==> config.mk <==
export PLATFORM = sky130hd
export DESIGN_NAME = game_ctrl
export DESIGN_NICKNAME = d
export VERILOG_FILES = /design/src/rtl/game_ctrl.sv
export SDC_FILE = /design/constraint.sdc
export NUM_CORES = 1
export LEC_CHECK = 0
export ABC_CLOCK_PERIOD_IN_PS = 2600
export CELL_PAD_IN_SITES_DETAIL_PLACEMENT = 1
export CELL_PAD_IN_SITES_GLOBAL_PLACEMENT = 1
export CORE_MARGIN = 2
export CORE_UTILIZATION = 37
export DETAILED_ROUTE_END_ITERATION = 8
export PLACE_DENSITY_LB_ADDON = 0.1
export SLEW_MARGIN = 20
export SYNTH_ARGS = -nofsm -noshare
export SYNTH_HDL_FRONTEND = slang
export SYNTH_SLANG_ARGS = --single-unit
==> constraint.sdc <==
create_clock -name clk -period 2.6 [get_ports clk]
set_input_delay 0.39 -clock clk [delete_from_list [all_inputs] [get_ports clk]]
set_output_delay 0.39 -clock clk [all_outputs]
set_load 0.02 [all_outputs]
==> src/rtl/game_ctrl.sv <==
// Match controller for the two-player fighting game.
// Walks IDLE -> INTRO -> FIGHT -> ROUND_END -> ... -> GAME_OVER on frame ticks.
// Latches the play mode for each match and routes human or AI controls to each player.
// Counts round wins and reports the match winner.
// The random-bit port is named rand_bits because "rand" is a reserved word in SystemVerilog.
module game_ctrl #(
  parameter int SCORE_W         = 4,
  parameter int ROUNDS_TO_WIN   = 3,
  parameter int CNT_W           = 8,
  parameter int INTRO_TICKS     = 180,
  parameter int ROUND_END_TICKS = 120,
  parameter int AI_HOLD         = 4
) (
  input  logic               clk,
  input  logic               reset,
  input  logic               tick,
  input  logic               start,
  input  logic               abort,
  input  logic [1:0]         mode,
  input  logic [2:0]         p1_btn,
  input  logic [2:0]         p2_btn,
  input  logic [5:0]         rand_bits,
  input  logic               p1_ko,
  input  logic               p2_ko,
  output logic [2:0]         p1_ctrl,
  output logic [2:0]         p2_ctrl,
  output logic               players_rst,
  output logic [2:0]         state,
  output logic [1:0]         mode_q,
  output logic [SCORE_W-1:0] p1_score,
  output logic [SCORE_W-1:0] p2_score,
  output logic [1:0]         winner
);

  localparam int HOLD_W = (AI_HOLD > 1) ? $clog2(AI_HOLD) : 1;

  localparam logic [CNT_W-1:0]   INTRO_LAST     = CNT_W'(INTRO_TICKS - 1);
  localparam logic [CNT_W-1:0]   ROUND_END_LAST = CNT_W'(ROUND_END_TICKS - 1);
  localparam logic [HOLD_W-1:0]  HOLD_LAST      = HOLD_W'(AI_HOLD - 1);
  localparam logic [SCORE_W-1:0] WIN_SCORE      = SCORE_W'(ROUNDS_TO_WIN);

  typedef enum logic [2:0] {
    IDLE      = 3'd0,
    INTRO     = 3'd1,
    FIGHT     = 3'd2,
    ROUND_END = 3'd3,
    GAME_OVER = 3'd4
  } state_t;

  state_t               state_q, state_d;
  logic [CNT_W-1:0]     cnt_q, cnt_d;
  logic [HOLD_W-1:0]    hold_q, hold_d;
  logic [2:0]           ai1_q, ai1_d;
  logic [2:0]           ai2_q, ai2_d;
  logic [1:0]           mode_d;
  logic [SCORE_W-1:0]   p1_score_d, p2_score_d;
  logic [1:0]           winner_d;

  // An AI sample asking for left and right at once is meaningless, so drop both directions
  function automatic logic [2:0] filter_ai(input logic [2:0] s);
    if (s[1:0] == 2'b11) begin
      filter_ai = {s[2], 2'b00};
    end else begin
      filter_ai = s;
    end
  endfunction

  assign state = state_q;

  // Register every piece of match state; reset returns the whole controller to a clean IDLE
  always_ff @(posedge clk) begin
    if (reset) begin
      state_q  <= IDLE;
      cnt_q    <= '0;
      hold_q   <= '0;
      ai1_q    <= '0;
      ai2_q    <= '0;
      mode_q   <= '0;
      p1_score <= '0;
      p2_score <= '0;
      winner   <= '0;
    end else begin
      state_q  <= state_d;
      cnt_q    <= cnt_d;
      hold_q   <= hold_d;
      ai1_q    <= ai1_d;
      ai2_q    <= ai2_d;
      mode_q   <= mode_d;
      p1_score <= p1_score_d;
      p2_score <= p2_score_d;
      winner   <= winner_d;
    end
  end

  // Next-state logic: abort overrides everything, otherwise each phase advances on its tick budget
  always_comb begin
    state_d    = state_q;
    cnt_d      = cnt_q;
    hold_d     = hold_q;
    ai1_d      = ai1_q;
    ai2_d      = ai2_q;
    mode_d     = mode_q;
    p1_score_d = p1_score;
    p2_score_d = p2_score;
    winner_d   = winner;

    if (abort) begin
      state_d = IDLE;
    end else begin
      case (state_q)
        IDLE, GAME_OVER: begin
          if (start) begin
            mode_d     = (mode == 2'd3) ? 2'd1 : mode;
            p1_score_d = '0;
            p2_score_d = '0;
            winner_d   = '0;
            cnt_d      = '0;
            state_d    = INTRO;
          end
        end

        INTRO: begin
          if (tick) begin
            if (cnt_q == INTRO_LAST) begin
              cnt_d   = '0;
              hold_d  = '0;
              ai1_d   = '0;
              ai2_d   = '0;
              state_d = FIGHT;
            end else begin
              cnt_d = cnt_q + CNT_W'(1);
            end
          end
        end

        FIGHT: begin
          if (tick) begin
            if (hold_q == HOLD_LAST) begin
              hold_d = '0;
              ai1_d  = filter_ai(rand_bits[2:0]);
              ai2_d  = filter_ai(rand_bits[5:3]);
            end else begin
              hold_d = hold_q + HOLD_W'(1);
            end
          end
          if (p1_ko || p2_ko) begin
            if (p2_ko && !p1_ko && (p1_score < WIN_SCORE)) begin
              p1_score_d = p1_score + SCORE_W'(1);
            end
            if (p1_ko && !p2_ko && (p2_score < WIN_SCORE)) begin
              p2_score_d = p2_score + SCORE_W'(1);
            end
            cnt_d   = '0;
            state_d = ROUND_END;
          end
        end

        ROUND_END: begin
          if (tick) begin
            if (cnt_q == ROUND_END_LAST) begin
              if (p1_score == WIN_SCORE) begin
                winner_d = 2'd1;
                state_d  = GAME_OVER;
              end else if (p2_score == WIN_SCORE) begin
                winner_d = 2'd2;
                state_d  = GAME_OVER;
              end else begin
                cnt_d   = '0;
                state_d = INTRO;
              end
            end else begin
              cnt_d = cnt_q + CNT_W'(1);
            end
          end
        end

        default: begin
          state_d = IDLE;
        end
      endcase
    end
  end

  // Player-facing decode: controls only flow during FIGHT, players are held in reset between bouts
  always_comb begin
    p1_ctrl     = 3'b000;
    p2_ctrl     = 3'b000;
    players_rst = 1'b1;
    case (state_q)
      FIGHT: begin
        players_rst = 1'b0;
        p1_ctrl     = (mode_q == 2'd2) ? ai1_q : p1_btn;
        p2_ctrl     = (mode_q == 2'd0) ? p2_btn : ai2_q;
      end
      GAME_OVER: begin
        players_rst = 1'b0;
      end
      default: begin
        players_rst = 1'b1;
      end
    endcase
  end

endmodule

==> implementation parameters <==
Parameter                              Value

Status
  Result of the run ... complete, no violations

Clock network
  Worst-skew pair later-pin latency ... 0.29 ns
  Clock Tree Root ... clkbuf_8
  Number of clock sinks ... 31
  Worst-path clk slew ... 0.07 ns
  CTS tree ... yes
  Buffers inserted by post-CTS timing repair ... 0
  TritonCTS buffer count ... 5
  CTS Buffer Depth ... 2
  Total of cells resized after clock tree synthesis ... 0
  H-tree depth reported by CTS ... 2
  Total of hold buffers inserted after clock tree synthesis ... 0

Yosys
  Syn nets ... 240
  Number of synthesized register bits ... 31
  Fraction of registers with async set or reset after synthesis ... 0%
  Synthesized area per cell ... 8.51 um^2
  Most area-consuming cells after synthesis ... dfxtp_1 34%, mux2i_1 4.9%, nor2_1 4.9%, a21oi_1 4.6%, a32o_1 3.3%
  Number of distinct library cells after synthesis ... 49
  Number of instances in the synthesized netlist ... 215
  Area of the mapped netlist ... 0.00183 mm^2
  Library cell occupying the most area in the post-synthesis netlist ... dfxtp_1
  Number of warning messages in the yosys log ... 0
  Top-area cell type share of the netlist area ... 33.9%
  Number of enable flip-flop cells after synthesis ... 0
  Seq/Total Area, Yosys ... 33.9%
  Synth Flop Type ... dfxtp_1

STA
  Count of final max-slew check failures ... 0
  Worst hold margin ... 0.472 ns
  Setup skew after layout ... 0.00324 ns
  Measured slew at the worst slew-check pin ... 0.574 ns
  Unrepaired setup endpoints after global routing ... false
  Post-route setup TNS ... 0 ns
  Highest clock rate ... 407 MHz
  Hold violation total from the final report ... 0
  Final-report setup violation count ... 0
  Period utilization ... 94.5%
  Min Clock Period, post-route ... 2.46 ns
  Worst slew margin relative to its limit ... 61.6%

Floorplanning
  Die height ... 74.3 um
  Total Die Area ... 0.00553 mm^2
  Core Area ... 0.00475 mm^2
  X dimension of the die ... 74.3 um
  Rows ... 25
  Number of ports placed on the die boundary ... 43
  Starting Density ... 38.5%

Final layout
  Ratio of cells with drive above 1 in the final layout ... 10.2%
  Most common library cell in the layout ignoring fill and taps ... clkdlybuf4s50_1
  Layout Area Growth over Synthesis ... 34.4%
  Core Util, Final ... 51.8%
  Diode count ... 0
  Most used cells in the layout excluding fill and tap cells ... 42 x clkdlybuf4s50_1, 31 x dfxtp_1, 24 x nor2_1, 17 x a21oi_1, 13 x nand2_1
  Combined area of the multi-input logic cells ... 0.00114 mm^2
  Final net count ... 288
  Storage cell area ... 621 um^2
  Fill cell instance count of the final layout ... 573

Route
  Length of the first detailed-routing pass in iterations ... 4
  Via count normalized by instance count ... 5.37
  Iteration-0 DRC count of the detailed router ... 104
  Wire length per cell after detailed routing ... 15.4 um
  Remaining antenna violation count after routing ... 0
  Sum of routed wire length over all layers ... 5.11 mm
  Residual DRC count ... 0
  Overall via count from detail_route ... 1,777

Worst setup path
  Worst setup path endpoint ... p2_ctrl[1]
  Worst flop-to-flop path endpoint ... cnt_q[6]
  CP startpoint kind ... flip-flop
  Highest net fanout along the worst path ... 9
  Required time of the critical path ... 2.21 ns
  Number of cells traversed by the worst register-to-register path ... 7
  Data arrival time of the worst path ... 2.07 ns
  Critical setup path kind ... reg2out
  RR Startpoint ... p1_score[0]
  Worst setup path startpoint ... state[0]
  Kind of end point of the critical path ... primary output
  R2r setup slk ... 0.45 ns

Run
  Max capacitance violation total ... 0

Power and ir drop
  Lkg Pwr ... 0.901 nW
  Power density over the cells ... 429 mW/mm^2
  Total power of the final layout ... 1.06 mW
  VDD IR max ... 0.000227 V

Global routing
  Wire length of the first global-routing pass ... 8.34 mm
  Maximum number of pins on one net before global-route repair ... 18
  Initial antenna violation count ... 0
  Via count of the first global-routing pass ... 1,658
  All-Layer GR Usage ... 19.7%
  Overflow after GRT ... 0

Min path
  Min-Delay Path Depth ... 2
  Path category of the worst min-delay check ... reg2reg

Place
  Buffers added on ports ... 42
  RD Place Congestion ... 0.811
  Detail Placement HPWL ... 3.73 mm
==> synth_stat cells, types with 6 or more instances <==
master and instances:
clkbuf_1 6, nand2b_1 9, and3_1 7, a32o_1 6, nand2_1 13, inv_1 6
nor3_1 6, mux2i_1 9, and2_1 6, o21ai_0 9, dfxtp_1 31, nand3_1 6
a21oi_1 17, nor2_1 24
==> final cells by class <==
class	instances	area share, %
multi-input cells	168	46.4
flip-flops and latches	31	25.2
repair buffers	51	19.8
clock buffers	7	3.91
well taps	67	3.41
inverters	6	0.915
clock inverters	1	0.305
==> through the flow <==
stage,area [um^2],std cells,worst slack (ns)
2_1_floorplan,1830,215,0.571
3_3_place_gp,2360,323,0.269
3_5_place_dp,2360,323,0.305
4_1_cts,2460,331,0.120
5_1_grt,2460,331,0.0455
6_report,2460,331,0.143
==> worst min-delay path by stage <==
stage               startpoint       end
finish                ai2_q[1]  ai2_q[1]
global route          ai2_q[0]  ai2_q[0]
CTS                   ai2_q[1]  ai2_q[1]
detailed placement    ai2_q[1]  ai2_q[1]
global placement      ai2_q[1]  ai2_q[1]
floorplan             ai2_q[0]  ai2_q[0]
==> flip-flops by register name (all words and copies together) (netlist names) <==
register,count
mode_q,2
cnt_q,8
winner,2
ai1_q,3
hold_q,2
ai2_q,3
p1_score,4
state,3
p2_score,4
==> critical path: stages (launching register included) <==
cell and delay [ns]:
dfxtp_1 0.37, or3b_2 0.62, a21oi_1 0.16, clkdlybuf4s50_1 0.62
==> report_power, final <==
group          switching, mW  internal [mW]  leakage [nW]
registers            0.00448          0.478         0.250
logic                 0.0672         0.0674         0.600
clock network          0.198          0.241        0.0505
total                  0.270          0.786         0.901
==> logic make-up after synthesis <==
| logic type | Yosys count | synth area share, % |
|---|---|---|
| AOI/OAI and AO/OA | 55 | 23.1 |
| xor gates and xnor gates | 1 | 0.479 |
| adders and majority gates | 4 | 2.73 |
| buffers and inverters | 16 | 3.69 |
| DFF | 31 | 33.9 |
| muxes | 9 | 4.92 |
| and+or+nand+nor | 99 | 31.2 |
==> routing by layer <==
layer  track usage, %  vias up  share of wire (%)
li1                 -      895                  -
met1             27.0      843                 50
met2             30.8       32                 45
met3             4.47        7                3.3
met4             6.55        0                1.2
met5                0        -                  0
No activity file was read; power rests on OpenSTA's default activity.
